File: config.mk
export PLATFORM = sky130hd
export DESIGN_NAME = vending_controller_flat
export DESIGN_NICKNAME = d
export VERILOG_FILES = /design/src/rtl/vending_pkg.sv /design/src/rtl/vending_if.sv /design/src/rtl/vending_controller_stock_bank.sv /design/src/rtl/vending_controller.sv /design/src/flat_wrapper.sv
export SDC_FILE = /design/constraint.sdc
export NUM_CORES = 1
export LEC_CHECK = 0
export BUFFER_PORTS_ARGS = -buffer_cell sky130_fd_sc_hd__buf_2
export CAP_MARGIN = 20
export CORE_ASPECT_RATIO = 0.75
export CORE_MARGIN = 2
export CORE_UTILIZATION = 50
export DETAILED_ROUTE_END_ITERATION = 6
export GPL_TIMING_DRIVEN = 0
export HOLD_SLACK_MARGIN = 0.08
export PLACE_DENSITY_LB_ADDON = 0.3
export SLEW_MARGIN = 20
export SYNTH_ARGS = -nofsm -noshare
export SYNTH_HDL_FRONTEND = slang
export SYNTH_SLANG_ARGS = --single-unit
File: constraint.sdc
create_clock -name clk -period 3.8 [get_ports clk]
set_input_delay 0.38 -clock clk [delete_from_list [all_inputs] [get_ports clk]]
set_output_delay 0.38 -clock clk [all_outputs]
set_load 0.01 [all_outputs]
File: src/rtl/vending_pkg.sv
// Shared types and constants for the vending order path.
// Imported by the interface, the controller and the stock bank.
package vending_pkg;

    localparam int MONEY_W = 4;
    localparam int QTY_W   = 2;
    localparam int COST_W  = 6;

    typedef enum logic [1:0] {
        S_IDLE,
        S_CHECK,
        S_DISPENSE,
        S_DONE
    } state_t;

    localparam logic [1:0] ERR_OK    = 2'b00;
    localparam logic [1:0] ERR_MONEY = 2'b01;
    localparam logic [1:0] ERR_STOCK = 2'b10;
    localparam logic [1:0] ERR_QTY   = 2'b11;

    // Worst case 15 x 3 = 45, so six bits never overflow.
    function automatic logic [COST_W-1:0] calc_cost(
        input logic [MONEY_W-1:0] price,
        input logic [QTY_W-1:0]   num
    );
        logic [COST_W-1:0] p;
        logic [COST_W-1:0] n;
        p = {{(COST_W-MONEY_W){1'b0}}, price};
        n = {{(COST_W-QTY_W){1'b0}}, num};
        return p * n;
    endfunction

endpackage

File: src/rtl/vending_if.sv
// Order handshake between the customer block and the controller.
// The product select is named type_sel because type is a reserved word.
interface vending_if;
    import vending_pkg::*;

    logic               order_valid;
    logic               order_ready;
    logic               mode;
    logic [MONEY_W-1:0] in_money;
    logic               type_sel;
    logic [QTY_W-1:0]   number;

    modport master (
        output order_valid,
        output mode,
        output in_money,
        output type_sel,
        output number,
        input  order_ready
    );

    modport slave (
        input  order_valid,
        input  mode,
        input  in_money,
        input  type_sel,
        input  number,
        output order_ready
    );

endinterface

File: src/rtl/vending_controller_stock_bank.sv
// Two per-product stock counters with restock load and guarded decrement.
// Load wins over decrement; a counter at zero never wraps.
module stock_bank #(
    parameter logic [3:0] STOCK_INIT = 4'd5
) (
    input  logic       clk,
    input  logic       rst_n,
    input  logic       dec_en,
    input  logic       dec_sel,
    input  logic       load_en,
    input  logic       load_sel,
    output logic [3:0] stock0,
    output logic [3:0] stock1
);

    always_ff @(posedge clk) begin
        if (!rst_n) begin
            stock0 <= STOCK_INIT;
            stock1 <= STOCK_INIT;
        end else begin
            if (load_en && !load_sel) begin
                stock0 <= STOCK_INIT;
            end else if (dec_en && !dec_sel && stock0 != 4'd0) begin
                stock0 <= stock0 - 4'd1;
            end

            if (load_en && load_sel) begin
                stock1 <= STOCK_INIT;
            end else if (dec_en && dec_sel && stock1 != 4'd0) begin
                stock1 <= stock1 - 4'd1;
            end
        end
    end

endmodule

File: src/rtl/vending_controller.sv
// Order-processing stage: validates an order, pulses one dispense per
// item, then strobes change/refund. Owns the stock bank.
module vending_controller
    import vending_pkg::*;
#(
    parameter logic [3:0] PRICE0     = 4'd3,
    parameter logic [3:0] PRICE1     = 4'd4,
    parameter logic [3:0] STOCK_INIT = 4'd5
) (
    input  logic       clk,
    input  logic       rst_n,
    vending_if.slave   ord,
    output logic       dispense,
    output logic       disp_type,
    output logic       change_valid,
    output logic [3:0] change,
    output logic       refund,
    output logic [1:0] err,
    output logic [3:0] stock0,
    output logic [3:0] stock1
);

    state_t             state_q, state_d;
    logic               mode_q;
    logic [MONEY_W-1:0] money_q;
    logic               type_q;
    logic [QTY_W-1:0]   num_q;
    logic [QTY_W-1:0]   cnt_q, cnt_d;

    logic               disp_q, disp_d;
    logic               dtype_q, dtype_d;
    logic               cv_q, cv_d;
    logic [3:0]         change_q, change_d;
    logic               refund_q, refund_d;
    logic [1:0]         err_q, err_d;

    logic               accept;
    logic [3:0]         price;
    logic [3:0]         stock_sel;
    logic [COST_W-1:0]  cost;
    logic [COST_W-1:0]  money_w;
    logic [COST_W-1:0]  stock_w;
    logic [COST_W-1:0]  num_w;
    logic [1:0]         chk_err;
    logic               dec_en;
    logic               load_en;

    assign ord.order_ready = (state_q == S_IDLE);
    assign accept = ord.order_valid && (state_q == S_IDLE);

    assign price     = type_q ? PRICE1 : PRICE0;
    assign stock_sel = type_q ? stock1 : stock0;
    assign cost      = calc_cost(price, num_q);
    assign money_w   = {2'b00, money_q};
    assign stock_w   = {2'b00, stock_sel};
    assign num_w     = {4'b0000, num_q};

    // Purchase checks in priority order: quantity, stock, funds.
    always_comb begin
        chk_err = ERR_OK;
        if (num_q == 2'd0) begin
            chk_err = ERR_QTY;
        end else if (stock_w < num_w) begin
            chk_err = ERR_STOCK;
        end else if (money_w < cost) begin
            chk_err = ERR_MONEY;
        end
    end

    always_comb begin
        state_d  = state_q;
        cnt_d    = cnt_q;
        disp_d   = 1'b0;
        dtype_d  = dtype_q;
        cv_d     = 1'b0;
        change_d = 4'd0;
        refund_d = 1'b0;
        err_d    = err_q;
        dec_en   = 1'b0;
        load_en  = 1'b0;

        unique case (state_q)
            S_IDLE: begin
                if (accept) begin
                    state_d = S_CHECK;
                end
            end
            S_CHECK: begin
                if (mode_q) begin
                    load_en  = 1'b1;
                    state_d  = S_DONE;
                    cv_d     = 1'b1;
                    change_d = money_q;
                    refund_d = 1'b1;
                    err_d    = ERR_OK;
                end else if (chk_err != ERR_OK) begin
                    state_d  = S_DONE;
                    cv_d     = 1'b1;
                    change_d = money_q;
                    refund_d = 1'b1;
                    err_d    = chk_err;
                end else begin
                    state_d = S_DISPENSE;
                    cnt_d   = num_q;
                    disp_d  = 1'b1;
                    dtype_d = type_q;
                    err_d   = ERR_OK;
                end
            end
            S_DISPENSE: begin
                dec_en = 1'b1;
                cnt_d  = cnt_q - 2'd1;
                if (cnt_q == 2'd1) begin
                    state_d  = S_DONE;
                    cv_d     = 1'b1;
                    change_d = money_q - cost[3:0];
                end else begin
                    disp_d = 1'b1;
                end
            end
            S_DONE: begin
                state_d = S_IDLE;
            end
            default: begin
                state_d = S_IDLE;
            end
        endcase
    end

    always_ff @(posedge clk) begin
        if (!rst_n) begin
            state_q  <= S_IDLE;
            mode_q   <= 1'b0;
            money_q  <= '0;
            type_q   <= 1'b0;
            num_q    <= '0;
            cnt_q    <= '0;
            disp_q   <= 1'b0;
            dtype_q  <= 1'b0;
            cv_q     <= 1'b0;
            change_q <= 4'd0;
            refund_q <= 1'b0;
            err_q    <= ERR_OK;
        end else begin
            state_q  <= state_d;
            cnt_q    <= cnt_d;
            disp_q   <= disp_d;
            dtype_q  <= dtype_d;
            cv_q     <= cv_d;
            change_q <= change_d;
            refund_q <= refund_d;
            err_q    <= err_d;
            if (accept) begin
                mode_q  <= ord.mode;
                money_q <= ord.in_money;
                type_q  <= ord.type_sel;
                num_q   <= ord.number;
            end
        end
    end

    assign dispense     = disp_q;
    assign disp_type    = dtype_q;
    assign change_valid = cv_q;
    assign change       = change_q;
    assign refund       = refund_q;
    assign err          = err_q;

    stock_bank #(
        .STOCK_INIT(STOCK_INIT)
    ) u_stock (
        .clk     (clk),
        .rst_n   (rst_n),
        .dec_en  (dec_en),
        .dec_sel (type_q),
        .load_en (load_en),
        .load_sel(type_q),
        .stock0  (stock0),
        .stock1  (stock1)
    );

endmodule
File: src/flat_wrapper.sv
// flat-port wrapper written by rule: the top's interface ports become plain ports
module vending_controller_flat import vending_pkg::*;
#(
    parameter logic [3:0] PRICE0     = 4'd3,
    parameter logic [3:0] PRICE1     = 4'd4,
    parameter logic [3:0] STOCK_INIT = 4'd5
)
  (clk, rst_n, dispense, disp_type, change_valid, change, refund, err, stock0, stock1, ord_order_valid, ord_mode, ord_in_money, ord_type_sel, ord_number, ord_order_ready);
  vending_if ord_i ();
  input  logic clk;
  input  logic rst_n;
  output logic dispense;
  output logic disp_type;
  output logic change_valid;
  output logic [3:0] change;
  output logic refund;
  output logic [1:0] err;
  output logic [3:0] stock0;
  output logic [3:0] stock1;
  input wire logic [$bits(ord_i.order_valid)-1:0] ord_order_valid;
  input wire logic [$bits(ord_i.mode)-1:0] ord_mode;
  input wire logic [$bits(ord_i.in_money)-1:0] ord_in_money;
  input wire logic [$bits(ord_i.type_sel)-1:0] ord_type_sel;
  input wire logic [$bits(ord_i.number)-1:0] ord_number;
  output wire logic [$bits(ord_i.order_ready)-1:0] ord_order_ready;
  assign ord_i.order_valid = ord_order_valid;
  assign ord_i.mode = ord_mode;
  assign ord_i.in_money = ord_in_money;
  assign ord_i.type_sel = ord_type_sel;
  assign ord_i.number = ord_number;
  assign ord_order_ready = ord_i.order_ready;
  vending_controller #(.PRICE0(PRICE0), .PRICE1(PRICE1), .STOCK_INIT(STOCK_INIT)) u_core (.clk(clk), .rst_n(rst_n), .ord(ord_i), .dispense(dispense), .disp_type(disp_type), .change_valid(change_valid), .change(change), .refund(refund), .err(err), .stock0(stock0), .stock1(stock1));
endmodule
* Yosys cells after proc, flatten, opt, wreduce, memory -nomap -nowiden
Index checks and enable logic that the tools add are counted. W data, S select, Z words.
Cells by class: $add $sub $neg 4, multiply operators 1, $lt $le $gt $ge 2, equality and inequality tests 8, mux-type cells 30, bitwise operators 3, reduce and logical (&&, ||, !) cells 20
Operators by type and width (count):
- $mux W2 | 9
- $mux W4 | 4
- $mux W1 | 11
- $pmux W2 S4 | 1
- $pmux W4 S2 | 1
- $reduce_bool A4 Y1 | 2
- $sub A4 B1 Y4 const B | 2
- $logic_and A1 B1 Y1 | 7
- $lt A4 B6 Y1 | 1
- $mul A4 B2 Y6 | 1
- $reduce_and A3 Y1 | 2
- $eq A2 B1 Y1 const B | 2
- $eq A2 B2 Y1 const B | 2
- $logic_not A2 Y1 | 2
- $lt A4 B2 Y1 | 1
- $ne A2 B1 Y1 const B | 2
- $ne A2 B2 Y1 const B | 2
- $pmux W1 S2 | 2
- $pmux W2 S2 | 1
- $reduce_and A2 Y1 | 2
- $reduce_bool A2 Y1 | 2
- $reduce_or A2 Y1 | 2
- $sub A4 B4 Y4 | 1
- $mux W3 | 1
- 3 further kinds | 5
Storage, ports and cells: bits in registers 30, bits of input ports 11, output and inout bits 19, logic and storage cells 82

* Longest topological paths before layout
word-level depth 10, gate-level depth with buffers 12, mapped depth without buffers 11

* Hierarchy
Synthesis repeated with hierarchy kept, for this count alone.
Second synthesis, totals: cells, all modules 202, area, all modules 1731.7 µm²
By module, submodules not included:
- vending_controller | instances 1, cells each 152, area each 1315.0 µm², seq. area each 440.4 µm²
- stock_bank | instances 1, cells each 50, area each 416.6 µm², seq. area each 160.2 µm²

* Worst setup path after synthesis
Ideal clock, no wire load.
kind register to register, start reg u_core.type_q, end reg u_core.cnt_q[0], setup time 0.072 ns, data arrival time 2.711 ns, required time 3.728 ns, setup slack 1.017 ns, cell stages (with the launch flop) 13, buffers on the path 2, period minus slack after synthesis 2.783 ns, cell sequence dfxtp_1 > buf_6 > clkbuf_1 > nor2_1 > ha_1 > ha_1 > xor2_1 > ha_1 > nand3_1 > a21oi_4 > or4b_1 > o22ai_2 > mux2i_1
On the way: cells in the longest elaborated chain, start to end 9, elaborated cells between the ends (all ways) 11, those cells by class mul: 1; order compare: 2; eq/ne: 1; mux: 5; reduce/logical: 2
RTL lines:
- start: declaration | RTL line vending_controller.sv:26 | logic type_q;
- start signal: assignment | RTL line vending_controller.sv:156 | type_q <= ord.type_sel;
- $mux W3 | RTL line vending_controller.sv:51 | assign price = type_q ? PRICE1 : PRICE0;
- $mul A4 B2 Y6 | RTL line vending_pkg.sv:30 | return p * n;
- $lt A4 B6 Y1 | RTL line vending_controller.sv:65 | end else if (money_w < cost) begin
- $mux W1 | RTL line vending_controller.sv:65
- $mux W2 * | RTL line vending_controller.sv:63 | end else if (stock_w < num_w) begin
- $mux W2 * | RTL line vending_controller.sv:61 | if (num_q == 2'd0) begin
- $reduce_bool A2 Y1 * | RTL line vending_controller.sv:96 | end else if (chk_err != ERR_OK) begin
- $ne A2 B2 Y1 (no source line) *
- $reduce_and A3 Y1 (no source line) *
- end signal: assignment | RTL line vending_controller.sv:146 | cnt_q <= cnt_d;
- end: declaration | RTL line vending_controller.sv:28 | logic [QTY_W-1:0] cnt_q, cnt_d;
Every way passes the cells marked *; elsewhere a longest branch is shown, timed or not. A chain may end at the register's enable or synchronous reset.

* Worst setup path in the final report
start reg u_core.type_q, end reg u_core.cnt_q[1]
The elaborated chain is that of the path after synthesis.

==> metrics.cfg <==
[outcome]
status = complete, no violations

[power]
vdd_drop_max_v = 0.000432
p_per_area_mw_per_mm2 = 635
leakage_uw = 0.000804

[die]
fp-row-count = 17
die_w_um = 70.1
die_area_mm2 = 0.00375
die_y_um = 53.5
start_util = 0.542
num_io_pins = 30
core_area_mm2 = 0.00302

[timing]
min_period_over_period = 0.826
worst_pin_slew_ns = 0.485
max_freq_mhz = 319
setup_viol = 0
rsz0062_at_grt = no
min_period_ns = 3.14
max_slew_margin = 0.676
finClkSkew_ns = 0.00435
finalSetupTns_ns = 0
drv_slew = 0
finalHoldViolations = 0

[clocking]
cts_hold_buf = 0
cts_made_buffers = 5
clk_pin_slew_worst_paths_ns = 0.06
cts_tree = yes
clk_latency_ns = 0.28
root_buffer = clkbuf_8
cts_max_level = 2
post_cts_buffers = 0
clkSinkCount = 30
ctsLongestPathBuffers = 2
ctsResizeCount = 0

[synthesis]
synth_top_area_frac = 0.367
synth_largest_area_cell = dfxtp_1
synthTopCellsByCount = 30 x dfxtp_1, 24 x nand2_1, 17 x a21oi_1
avgSynthCellArea_um2 = 8.39
syn-num-nets = 220
synthTopCellsByArea = dfxtp_1 37%, ha_1 9.9%, nand2_1 5.5%
synth_area_mm2 = 0.00164
synth_most_common_cell = dfxtp_1
synth_edf_count = 0
ys_types = 35
yosys_warnings = 0
async_flop_share = 0
synth_flop_cell = dfxtp_1
ys_seq_area_frac = 0.367
postSynthCellCount = 195
synth-seq-cells = 30

[route]
dr.pass1.iters = 4
antenna_left = 0
drt_iter0_markers = 96
drc = 0
routedWlPerCell_um = 12.8
drt-vias-per-instance = 5.42
routed_wl_um = 3440
num_vias = 1453

[placed_design]
hpwl_um = 2560
placed_area_mm2 = 0.00182
gp_congestion = 0.803
io_buffers = 27

[global_routing]
antenna_found_initial = 0
grt_usage = 0.206
grt_pass1_wl_um = 5870
grt_pass1_vias = 1302
grt_start_max_net_pins = 11
overflow = 0

[finish]
diodes = 0
ff_latch_area_um2 = 601
area_delta_synth_final_pct = 16.7
nFillCells = 275
final_design_area_no_fill_mm2 = 0.00191
drive_above_1_share = 0.178
nets = 254
multi_input_area_um2 = 937

[worst_setup_path]
worstSetupPathType = flip-flop to flip-flop
cp_data_arrival_time_ns = 3.35
cp.required_ns = 4.01
crit_fanout = 10
startpoint_type = flip-flop
critical_path.endpoint_type = flip-flop

[job]
cap_viol_max_count = 0

[worst_hold_path]
hold_class = input pin to flip-flop

[worst max-delay path, stage by stage, from the launching register on]
cell and delay (ns):
dfxtp_1 0.35, buf_6 0.14, clkbuf_1 0.33, nor2_1 0.13, ha_1 0.24, ha_1 0.19, xor2_1 0.16, ha_1 0.33
nand3_1 0.14, a21oi_4 0.18, or4b_1 0.47, o22ai_2 0.18, mux2i_1 0.22
[worst paths after layout]
path                                                   start                            to  slack, ns  depth (start not counted)
worst min-delay path                           ord_number[1]  u_core.num_q[1]$_SDFFE_PN0P_       0.35                          3
worst max-delay path              u_core.type_q$_SDFFE_PN0P_  u_core.cnt_q[1]$_SDFFE_PN0P_       0.66                         12
worst max register to register    u_core.type_q$_SDFFE_PN0P_  u_core.cnt_q[1]$_SDFFE_PN0P_       0.66                         12
worst min register to register  u_core.cnt_q[1]$_SDFFE_PN0P_  u_core.cnt_q[1]$_SDFFE_PN0P_       0.47                          2
[state kept, by name, indices dropped and copies added, names as in the netlist]
register               flops
u_core.mode_q              1
u_core.change              4
u_core.type_q              1
u_core.num_q               2
u_core.refund              1
u_core.disp_type           1
u_core.money_q             4
u_core.cnt_q               2
u_core.dispense            1
u_core.state_q             2
u_core.change_valid        1
u_core.u_stock.stock0      4
u_core.u_stock.stock1      4
u_core.err                 2
[stage by stage]
| stage | worst slack [ns] | total power, uW | std cells | hold slack (ns) | utilization |
|---|---|---|---|---|---|
| CTS | 0.679 | 1220 | 268 | 0.345 | 0.633 |
| global route | 0.420 | 1310 | 268 | 0.345 | 0.633 |
| finish | 0.661 | 1210 | 268 | 0.347 | 0.633 |
| global placement | 0.756 | 936 | 260 | 0.447 | 0.602 |
| floorplan | 1.02 | 817 | 195 | 0.435 | - |
| detailed placement | 0.703 | 950 | 260 | 0.459 | 0.602 |
[metal layers]
layer | part of all wire | wire [um] | track usage | vias to the layer above
met2 | 0.40 | 1390 | 0.298 | 46
met5 | 0 | 0 | 0 | -
met3 | 0.071 | 245 | 0.0599 | 8
met4 | 0.013 | 45 | 0.0801 | 0
met1 | 0.51 | 1760 | 0.291 | 657
li1 | - | - | - | 742
[cell type report]
cell class,count,area share
flip-flops and latches,30,0.314
well taps,38,0.0249
repair buffers,27,0.0707
inverters,16,0.0314
clock inverters,1,0.00262
plain buffers,8,0.0203
clock buffers,7,0.0452
multi-input cells,141,0.491
[cells by family after synthesis]
kind of cell             count (synthesis)  share of synthesized area
AO/OA/AOI/OAI                           43                      0.179
AND/OR/NAND/NOR                         75                      0.232
adder cells (fa/ha/maj)                 14                      0.112
multiplexers                             2                     0.0122
buffers and inverters                   24                     0.0604
XOR/XNOR                                 7                     0.0375
flip-flops                              30                      0.367
[where the power goes]
group,switching [uW],total (uW),leakage (uW),internal [uW]
clock,121,267,0.0000482,146
combinational,314,529,0.000511,215
sequential,46.0,417,0.000244,371
[cell usage in the layout (no fill, tap or decap), types with 4 or more instances in the layout]
master     n
clkbuf_1   7
inv_1     16
nand2_1   24
buf_2     28
dfxtp_1   30
nor2_1    15
a21oi_1   17
ha_1      13
o21ai_0    7
nand2b_1   4
nand3_1   16
nor3_1     4
xor2_1     4
o22ai_1    4
clkbuf_8   6
Power figures use the tool's default switching activity.
